==> src/rtl/pipeline_hazard_ctrl.sv <==
// ID/EX pipeline sequencer: RAW hazard stall, taken-branch flush, destination
// scoreboard and saturating stall/flush performance counters.
module pipeline_hazard_ctrl #(
    parameter int unsigned HAZ_DEPTH    = 3,
    parameter int unsigned FLUSH_CYCLES = 2,
    parameter int unsigned CNT_W        = 16
) (
    input  logic             clk,
    input  logic             reset,
    input  logic             id_valid,
    input  logic [4:0]       id_aa,
    input  logic [4:0]       id_ba,
    input  logic             id_use_a,
    input  logic             id_use_b,
    input  logic [4:0]       id_da,
    input  logic             id_rw,
    input  logic             ex_br_taken,
    output logic             pc_hold,
    output logic             if_id_hold,
    output logic             id_ex_bubble,
    output logic             flush_if_id,
    output logic [1:0]       state,
    output logic [CNT_W-1:0] stall_cnt,
    output logic [CNT_W-1:0] flush_cnt
);

    typedef enum logic [1:0] {
        ST_RUN   = 2'b00,
        ST_STALL = 2'b01,
        ST_FLUSH = 2'b10
    } state_t;

    state_t     state_q;
    logic [1:0] flush_ctr;

    logic       sb_v  [HAZ_DEPTH];
    logic       sb_rw [HAZ_DEPTH];
    logic [4:0] sb_da [HAZ_DEPTH];

    logic match_a;
    logic match_b;
    logic hazard;
    logic flushing;
    logic issue;

    // Register 0 is hard-wired, so it can never be the subject of a RAW hazard.
    always_comb begin
        match_a = 1'b0;
        match_b = 1'b0;
        for (int unsigned i = 0; i < HAZ_DEPTH; i++) begin
            if (sb_v[i] && sb_rw[i] && (sb_da[i] == id_aa)) match_a = 1'b1;
            if (sb_v[i] && sb_rw[i] && (sb_da[i] == id_ba)) match_b = 1'b1;
        end
        if (id_aa == '0) match_a = 1'b0;
        if (id_ba == '0) match_b = 1'b0;
    end

    assign hazard   = id_valid & ((id_use_a & match_a) | (id_use_b & match_b));
    assign flushing = ex_br_taken | (flush_ctr != '0);
    assign issue    = id_valid & ~hazard & ~flushing;

    // Flush wins over hazard: PC must be free to take the branch target.
    assign flush_if_id  = ~reset & flushing;
    assign id_ex_bubble = ~reset & (flushing | hazard);
    assign pc_hold      = ~reset & ~flushing & hazard;
    assign if_id_hold   = ~reset & ~flushing & hazard;

    assign state = state_q;

    always_ff @(posedge clk) begin
        if (reset) begin
            state_q   <= ST_RUN;
            flush_ctr <= '0;
            stall_cnt <= '0;
            flush_cnt <= '0;
            for (int unsigned i = 0; i < HAZ_DEPTH; i++) begin
                sb_v[i]  <= 1'b0;
                sb_rw[i] <= 1'b0;
                sb_da[i] <= '0;
            end
        end else begin
            for (int unsigned i = 1; i < HAZ_DEPTH; i++) begin
                sb_v[i]  <= sb_v[i-1];
                sb_rw[i] <= sb_rw[i-1];
                sb_da[i] <= sb_da[i-1];
            end
            sb_v[0]  <= issue;
            sb_rw[0] <= issue & id_rw;
            sb_da[0] <= issue ? id_da : 5'd0;

            if (ex_br_taken)
                flush_ctr <= 2'(FLUSH_CYCLES - 1);
            else if (flush_ctr != '0)
                flush_ctr <= flush_ctr - 2'd1;

            if (ex_br_taken) begin
                state_q <= ST_FLUSH;
            end else begin
                case (state_q)
                    ST_RUN:   if (hazard)            state_q <= ST_STALL;
                    ST_STALL: if (!hazard)           state_q <= ST_RUN;
                    ST_FLUSH: if (flush_ctr == '0)   state_q <= ST_RUN;
                    default:                         state_q <= ST_RUN;
                endcase
            end

            if (hazard && !flushing && (stall_cnt != '1))
                stall_cnt <= stall_cnt + CNT_W'(1);
            if (ex_br_taken && (flush_cnt != '1))
                flush_cnt <= flush_cnt + CNT_W'(1);
        end
    end

endmodule

==> config.mk <==
export PLATFORM = sky130hd
export DESIGN_NAME = pipeline_hazard_ctrl
export DESIGN_NICKNAME = d
export VERILOG_FILES = /design/src/rtl/pipeline_hazard_ctrl.sv
export SDC_FILE = /design/constraint.sdc
export NUM_CORES = 1
export LEC_CHECK = 0
export ABC_AREA = 1
export CORE_MARGIN = 2
export CORE_UTILIZATION = 54
export CTS_BUF_LIST = sky130_fd_sc_hd__clkbuf_4
export CTS_CLUSTER_DIAMETER = 200
export DETAILED_ROUTE_END_ITERATION = 6
export PLACE_DENSITY = 0.91
export SETUP_SLACK_MARGIN = 0.15
export SLEW_MARGIN = 10
export SYNTH_ARGS = -nofsm -noshare
export SYNTH_HDL_FRONTEND = slang
export SYNTH_SLANG_ARGS = --single-unit
==> constraint.sdc <==
create_clock -name clk -period 2.6 [get_ports clk]
set_clock_uncertainty 0.2 [all_clocks]
set_input_delay 0.65 -clock clk [delete_from_list [all_inputs] [get_ports clk]]
set_output_delay 0.65 -clock clk [all_outputs]
set_load 0.03 [all_outputs]
==> metrics.txt, run 1 <==
half-perimeter wire length after placement 6.04 mm; Worst slew margin 76.6%; hold buffers post-CTS 0; CP max stage cell buf_6; Worst Setup End Kind output pin; DR WL/cell 13.0 µm; Total GRT Usage 27.2%; die height 80.5 µm; final hold viol count 0; Routed WL 8.67 mm; number of global-route vias before repair 3188; Final Non-Filler Cells 665; Max-cap violations 0; Pwr per Cell Area 417 nW/µm²; Netlist Area Pre-Place 3160 µm²; #FFs+latches synth 57; most common library cell in the layout ignoring fill and taps nand2_1; clock-pin transition on the worst setup and hold timing paths 0.10 ns; Startpoint Class input pin; Critical Path RT 1.75 ns; DR iter-0 viols 187; total grt overflow 0; Total Power 1.79 mW; H-tree Lvls 3; HP Class register to register; CTS buffer count 9; post-synthesis sequential area ratio 36.1%; status finished with violations; Cell Area, Placed 3940 µm²; initial antenna violation count 0; synthesized instance count 502; slack of the critical path -0.245 ns; Vias/cell 5.17; DRT Pass-1 Iters 5; Top delay family on crit path simple AND/OR/NAND/NOR gates; # placed instances 642; maximum VDD drop 292 µV; Area Growth Syn to Fin 35.5%; Synth area leader dfxtp_1; Buffers on Ports 59; most frequent cells in the layout nand2_1 (121), nor2_1 (89), inv_1 (66), clkdlybuf4s50_1 (40), dfxtp_1 (36); library cells used by synthesis 33; Lkg Pwr 1.98 nW; Max Freq 352 MHz; number of fill cells in the layout 430; share of the synthesized area in the top cell type 36.1%; R2R depth 10; CP Cell Sequence buf_6, buf_8, nand2_2, nand2_2, nor2_4, nand3_2, nand3_2, nand2_2, nand2_4, inv_4, nor2_4, nand2_4, nor2_4, buf_6; hold_ws 0.225 ns; final period demand of the worst path 2.84 ns; CP bufs+invs 4; area of the die 6470 µm²; layout cells sized above 1 26.6%; Synth area leaders dfxtp_1 (36%), nand2_1 (16%), nor2_1 (12%); Die Width 80.5 µm; Worst Path Class, Setup input pin to output pin; fin crit share 109%; Crit path depth 14; Worst path max stage delay 0.16 ns; Final setup viols 3; hold depth 2; sequential cell area 1170 µm²; via count 3441; setup TNS -0.620 ns; TritonCTS clock tree yes; root cell of the clock tree clkbuf_4; Syn. warnings 0; Clock Latency Late Sink 0.41 ns; Final ANT Viol Nets 0; first-pass GRT wire length 13.6 mm; gpl congestion 0.899; CP max FO 5; io pins 60; Row Count 27; Slew Limit Fails 0; failing checks negative setup slack; RSZ-0062 raised after global routing yes; Finished Cell Area 4280 µm²; DRC violations left 0; actual slew at the worst max-slew pin 0.349 ns; CTS Buffer Depth 2; syn_area_per_cell 6.29 µm²; Post-Syn Nets 527; CP arrival 1.99 ns; multi-input logic area 1710 µm²; Initial Utilization 56.6%; diode count 0; final net count 613; clk sinks 57; core outline area 5570 µm²; largest net degree at the start of global routing 31
-- synth_stat cells, drive strengths merged --
cell type  number
a211oi          1
a21oi          12
buf             7
clkbuf          3
clkinv          1
dfxtp          57
ha              3
inv            94
nand2         139
nand3          16
nand3b          2
nand4          19
nor2          104
nor3            8
nor3b           1
nor4            3
o21a            1
o21ai          27
xnor2           1
xor2            3
-- cell type report --
type	count	area share, %
clock buffers	9	1.58
flip-flops and latches	57	27.4
inverters	95	8.98
well taps	72	2.11
multi-input cells	340	39.9
clock inverters	7	1.67
repair buffers	85	18.4
-- state kept, by name (all words and copies together), names as in the netlist --
register	cells
flush_ctr	2
sb_v	3
sb_da	15
flush_cnt	16
sb_rw	3
stall_cnt	16
state	2
-- where the power goes --
| part | internal (mW) | leakage (nW) | switching, mW | total, mW |
|---|---|---|---|---|
| logic | 0.0997 | 1.44 | 0.140 | 0.239 |
| clock network | 0.290 | 0.0679 | 0.358 | 0.648 |
| registers | 0.885 | 0.472 | 0.0124 | 0.898 |
| total | 1.27 | 1.98 | 0.510 | 1.79 |
-- path summary, 6_finish.rpt --
path / start / to / slack, ns
worst min-delay path: sb_v[0][0] / sb_v[0][1] / 0.22
worst min register to register: sb_v[0][0] / sb_v[0][1] / 0.22
worst max register to register: stall_cnt[1] / stall_cnt[7] / 0.49
worst max-delay path: id_ba[3] / if_id_hold / -0.24
-- per-layer routing --
| metal | GRT usage [%] | vias up | routed length, µm | share of wire [%] |
|---|---|---|---|---|
| met2 | 47.6 | 131 | 4430 | 51 |
| met1 | 31.0 | 1565 | 3490 | 40 |
| met4 | 10.2 | 0 | 191 | 2.2 |
| li1 | - | 1723 | - | - |
| met5 | 0 | - | 0 | 0 |
| met3 | 8.09 | 22 | 546 | 6.3 |
-- kinds of logic after synthesis --
kind of cell	after synthesis	synth area share (%)
adders and majority gates	3	1.19
buffers and inverters	105	13.6
xor gates and xnor gates	4	1.11
AOI/OAI and AO/OA	41	6.66
and+or+nand+nor	292	41.3
DFF	57	36.1
-- worst min-delay path: cells and delay by family, from the launching register on --
family	cells	cell delay, ns
buf+inv	1	0.04
flops	1	0.33
simple gates	1	0.03
-- metrics by stage --
| stage | util, % | setup slack, ns |
|---|---|---|
| 2_1_floorplan | - | -0.0744 |
| 6_report | 76.7 | -0.245 |
| 3_5_place_dp | 70.8 | -0.689 |
| 3_3_place_gp | 70.8 | -0.662 |
| 4_1_cts | 74.1 | -0.127 |
| 5_1_grt | 76.7 | -0.345 |
-- timing repair --
item | CTS | global route
setup endpoints to repair | 6 | 7
pin swaps | 23 | 28
resized for setup | 83 | 49
setup buffers | 3 | 4
Power figures use the tool's default switching activity.
==> run 2, diff against run 1 <==
- CORE_UTILIZATION: 54 -> 66
- DONT_BUFFER_PORTS: default -> 1
- MAX_ROUTING_LAYER: default -> met4
==> run 2 against run 1 <==
Net effect: clock power decreased by 4.5%; the flow still finishes with violations (negative setup slack); fmax is 4.6% higher; critical path depth fell by 1; global-route usage increased by 4.7 points; highest routed layer unchanged; register-to-register slack hardly changed; first-iteration DRC count is 22% lower; count of clock-buffer cells in the layout increased by 1; hold slack got worse by 0.12 ns.
==> metrics.txt, run 2 (synthesized netlist as in run 1, its figures left out) <==
first-pass GRT wire length 12.8 mm; DRT Pass-1 Iters 5; clk sinks 57; final hold viol count 0; Worst path max stage delay 0.35 ns; HP Start reset; CP arrival 1.87 ns; die height 73.2 µm; Final setup viols 3; maximum VDD drop 625 µV; CP bufs+invs 3; Clock Latency Late Sink 0.39 ns; CTS buffer count 9; final period demand of the worst path 2.72 ns; hold buffers post-CTS 0; actual slew at the worst max-slew pin 0.448 ns; diode count 0; root cell of the clock tree clkbuf_4; RSZ-0062 raised after global routing yes; Initial Utilization 67.7%; hold_ws 0.107 ns; largest net degree at the start of global routing 31; status finished with violations; most common library cell in the layout ignoring fill and taps nand2_1; Setup WS pre-CTS -0.0513 ns; Row Count 25; via count 3117; Worst slew margin 70.1%; DRC violations left 0; HP Class input pin to register; Die Width 73.2 µm; beginning of the critical path sb_da[0][5]; # placed instances 565; clock-pin transition on the worst setup and hold timing paths 0.10 ns; cell mode on critical path nand2_2; final net count 548; initial antenna violation count 0; Top Registers flush_cnt: 16 flops, stall_cnt: 16 flops, sb_da: 15 flops; Max Freq 368 MHz; Lkg Pwr 1.63 nW; Startpoint Class register; r2r startpoint stall_cnt[3]; Final ANT Viol Nets 0; TritonCTS clock tree yes; Area Growth Syn to Fin 12.9%; Total Power 1.67 mW; Max-cap violations 0; layout cells sized above 1 20.3%; Worst Path Class, Setup register to output pin; DR WL/cell 13.3 µm; H-tree Lvls 3; Top delay family on crit path simple AND/OR/NAND/NOR gates; Total GRT Usage 31.8%; fin crit share 105%; most frequent cells in the layout nand2_1 (128), nor2_1 (91), inv_1 (76), dfxtp_1 (41), o21ai_0 (18); Critical Path RT 1.75 ns; Final Non-Filler Cells 582; Buffers on Ports 0; Vias/cell 5.36; Finished Cell Area 3560 µm²; area of the die 5350 µm²; DR iter-0 viols 145; CP max FO 2; total grt overflow 0; failing checks negative setup slack; Worst Setup End Kind output pin; slack of the critical path -0.118 ns; Slew Limit Fails 0; gpl congestion 0.963; io pins 60; number of global-route vias before repair 2947; core outline area 4660 µm²; CP Cell Sequence buf_6, nand2_2, nand2_1, nor2_2, nand3_1, nand3_2, nand2_2, nand2_4, inv_4, nor2_4, nand2_2, nor2_4, buf_12; half-perimeter wire length after placement 5.76 mm; Cell Area, Placed 3350 µm²; Pwr per Cell Area 468 nW/µm²; Routed WL 7.74 mm; CTS Buffer Depth 2; CP max stage cell dfxtp_2
run 2: cell types whose count changed in the layout (fill, tap and decap cells not counted), moves of 7 or more:
cell	delta
inv_1	+10
inv_2	-8
clkdlybuf4s50_1	-40
nand2_1	+7
buf_2	-8
buf_4	-8
run 2: metal layers:
layer	global-route usage, %	vias up	routed length (µm)
met4	10.3	0	99
met1	34.5	1408	3070
met2	55.4	115	4010
met3	9.67	11	559
li1	-	1583	-
met5	-	-	0
run 2: cell type report:
class                      count  area (µm²)
clock inverter                 6        58.8
timing repair buffer          20         183
fill                         358        1100
multi-input combinational    340        1640
inverter                      95         379
tap                           54        67.6
clock buffer                  10        75.1
sequential                    57        1160
run 2: path summary, 6_finish.rpt:
kind | slack [ns] | cells past startpoint | end
max | -0.12 | 13 | if_id_hold
min | 0.11 | 1 | sb_da[0][6]
max reg2reg | 0.48 | 12 | stall_cnt[13]
min reg2reg | 0.25 | 2 | sb_rw[0][1]
run 2: metrics by stage:
| stage | setup TNS, ns | utilization [%] |
|---|---|---|
| 2_1_floorplan | -0.0744 | - |
| 3_3_place_gp | -0.155 | 71.9 |
| 3_5_place_dp | -0.110 | 71.9 |
| 4_1_cts | -0.348 | 75.7 |
| 5_1_grt | -0.669 | 76.5 |
| 6_report | -0.310 | 76.5 |
run 2: power by group:
group / internal, mW / switching (mW) / total [mW]
registers: 0.886 / 0.0145 / 0.901
clock network: 0.297 / 0.322 / 0.619
logic: 0.0526 / 0.0967 / 0.149
total: 1.24 / 0.433 / 1.67
run 2: what timing repair did:
item | 4_1_cts | 5_1_grt
setup endpoints to repair | 3 | 4
buffers inserted | 1 | 0
pin swaps | 13 | 7
resized for setup | 20 | 20
run 2: worst reg2reg max path: stages, from the launching register on:
cell and delay (ns):
dfxtp_1 0.56, nand2_2 0.16, nor2_4 0.13, nand3_2 0.10, nor2_4 0.13, nand3_2 0.10, nor2_2 0.11, nor2_2 0.04
buf_4 0.20, nand4_1 0.13, nand2_1 0.07, nand2_1 0.05, nor2_1 0.04
==> run 3, diff against run 2 <==
- clock period: 2.6 -> 2.9 ns (I/O delays scaled with it)
==> run 3 against run 2 <==
Net effect: the flow now finishes without violations; first-iteration DRC count grew 44%; global-route usage shrank 1.1 points; die area is the same; via count shrank 0.61%; non-clock buffer count shrank 7; setup slack gained 0.23 ns; combinational power shrank 22%; routed wire length shrank 1.8%; total power shrank 12%.
==> metrics.txt, run 3 (synthesized netlist as in run 1, its figures left out) <==
final net count 541; core outline area 4660 µm²; Total Power 1.47 mW; CTS buffer count 9; GR peak layer met2; number of fill cells in the layout 367; diode count 0; CP max FO 3; fin crit share 96.3%; GRT met2 Usage 52.3%; R2R depth 10; final hold viol count 0; HP Start reset; DRT Pass-1 Iters 5; Routed WL 7.60 mm; met1 Use GR 32.8%; Cell Area, Placed 3250 µm²; final period demand of the worst path 2.79 ns; Startpoint Class register; actual slew at the worst max-slew pin 0.484 ns; Worst slew margin 67.7%; DRC violations left 0; status finished, final reports clean; Top delay family on crit path simple AND/OR/NAND/NOR gates; largest net degree at the start of global routing 31; layout cells sized above 1 20.8%; first-pass GRT wire length 12.4 mm; Slew Limit Fails 0; CP max stage cell dfxtp_2; CP Cell Sequence inv_2, nand2_1, nand2_1, nor2_1, nand3_1, nand3_2, nand2_2, nand2_4, inv_4, nor2_4, nand2_2, nor2_4, buf_12; root cell of the clock tree clkbuf_4; via count 3098; CP arrival 1.87 ns; most frequent cells in the layout nand2_1 (124), nor2_1 (91), inv_1 (71), dfxtp_1 (42), inv_2 (19); CP bufs+invs 3; Worst path max stage delay 0.37 ns; Reg2Reg Setup Slack 0.64 ns; clk sinks 57; setup TNS 0 ns; Critical Path RT 1.98 ns; initial antenna violation count 0; Worst Setup End Kind output pin; Pwr per Cell Area 420 nW/µm²; Area Growth Syn to Fin 10.8%; maximum VDD drop 404 µV; Hold EP sb_da[0][8]; Final ANT Viol Nets 0; Row Count 25; half-perimeter wire length after placement 5.56 mm; io pins 60; Top Registers flush_cnt: 16 flops, stall_cnt: 16 flops, sb_da: 15 flops; Initial Utilization 67.7%; Clock Latency Late Sink 0.41 ns; area of the die 5350 µm²; DR WL/cell 13.2 µm; Vias/cell 5.40; Die Width 73.2 µm; die height 73.2 µm; H-tree Lvls 3; hold buffers post-CTS 0; hold depth 1; Max-cap violations 0; Total GRT Usage 30.8%; TritonCTS clock tree yes; FF-to-FF End stall_cnt[0]; Final Non-Filler Cells 574; met3 Resource Use GR 10.4%; Max Freq 358 MHz; # placed instances 553; Finished Cell Area 3500 µm²; CTS Buffer Depth 2; DR iter-0 viols 209; r2r startpoint stall_cnt[1]; HP Class input pin to register; gpl congestion 0.964; Worst Path Class, Setup register to output pin; clock-pin transition on the worst setup and hold timing paths 0.10 ns; most common library cell in the layout ignoring fill and taps nand2_1; number of global-route vias before repair 2893; Final setup viols 0; Lkg Pwr 1.60 nW; total grt overflow 0; Buffers on Ports 0; RSZ-0062 raised after global routing yes
[run 3: changes by cell type in the layout (fill, tap and decap cells not counted)]
cell        change
nand3_1         -2
buf_4           -4
buf_6           -2
dfxtp_1         +1
nand3_2         +2
dfxtp_2         -1
nand2_2         +4
clkinv_1        +1
inv_2           +5
nand2_1         -4
clkinvlp_4      -2
buf_12          -1
inv_1           -5
[run 3: worst max path at each step]
stage,from,end,slack (ns),cells past startpoint
2_1_floorplan,id_ba[3],pc_hold,0.08,13
3_3_place_gp,id_aa[2],if_id_hold,0.08,13
3_5_place_dp,id_aa[2],if_id_hold,0.07,13
4_1_cts,sb_da[0][11],if_id_hold,0.13,13
5_1_grt,sb_v[0][2],if_id_hold,0.01,13
6_report,sb_da[0][6],if_id_hold,0.11,13
[run 3: power breakdown]
part | switching (mW) | internal [mW]
registers | 0.0207 | 0.794
logic | 0.0780 | 0.0384
clock network | 0.279 | 0.260
[run 3: stage by stage]
| step | worst slack (ns) | hold slack, ns | utilization (%) |
|---|---|---|---|
| 2_1_floorplan | 0.0756 | 0.203 | - |
| 3_3_place_gp | 0.0816 | 0.216 | 69.7 |
| 3_5_place_dp | 0.0687 | 0.213 | 69.7 |
| 4_1_cts | 0.132 | 0.164 | 73.8 |
| 5_1_grt | 0.0105 | 0.149 | 75.1 |
| 6_report | 0.107 | 0.172 | 75.1 |
[run 3: per-layer routing]
metal | up-vias | share of wire, %
met2 | 112 | 50
met5 | - | 0
met1 | 1393 | 40
li1 | 1571 | -
met4 | 0 | 2.8
met3 | 22 | 7.0
[run 3: what timing repair did]
action	4_1_cts	5_1_grt
endpoints found under the setup margin	3	3
endpoints found under the hold margin	0	0
setup buffers	4	2
gates resized for setup	30	18
pin swaps	19	7
[run 3: layout make-up]
cell class | count | area (µm²) | area share (%)
Multi-Input combinational cell | 340 | 1660 | 47.4
Timing Repair Buffer | 13 | 110 | 3.15
Clock inverter | 5 | 47.5 | 1.36
Clock buffer | 10 | 75.1 | 2.15
Tap cell | 54 | 67.6 | 1.93
Sequential cell | 57 | 1160 | 33.2
Inverter | 95 | 379 | 10.8
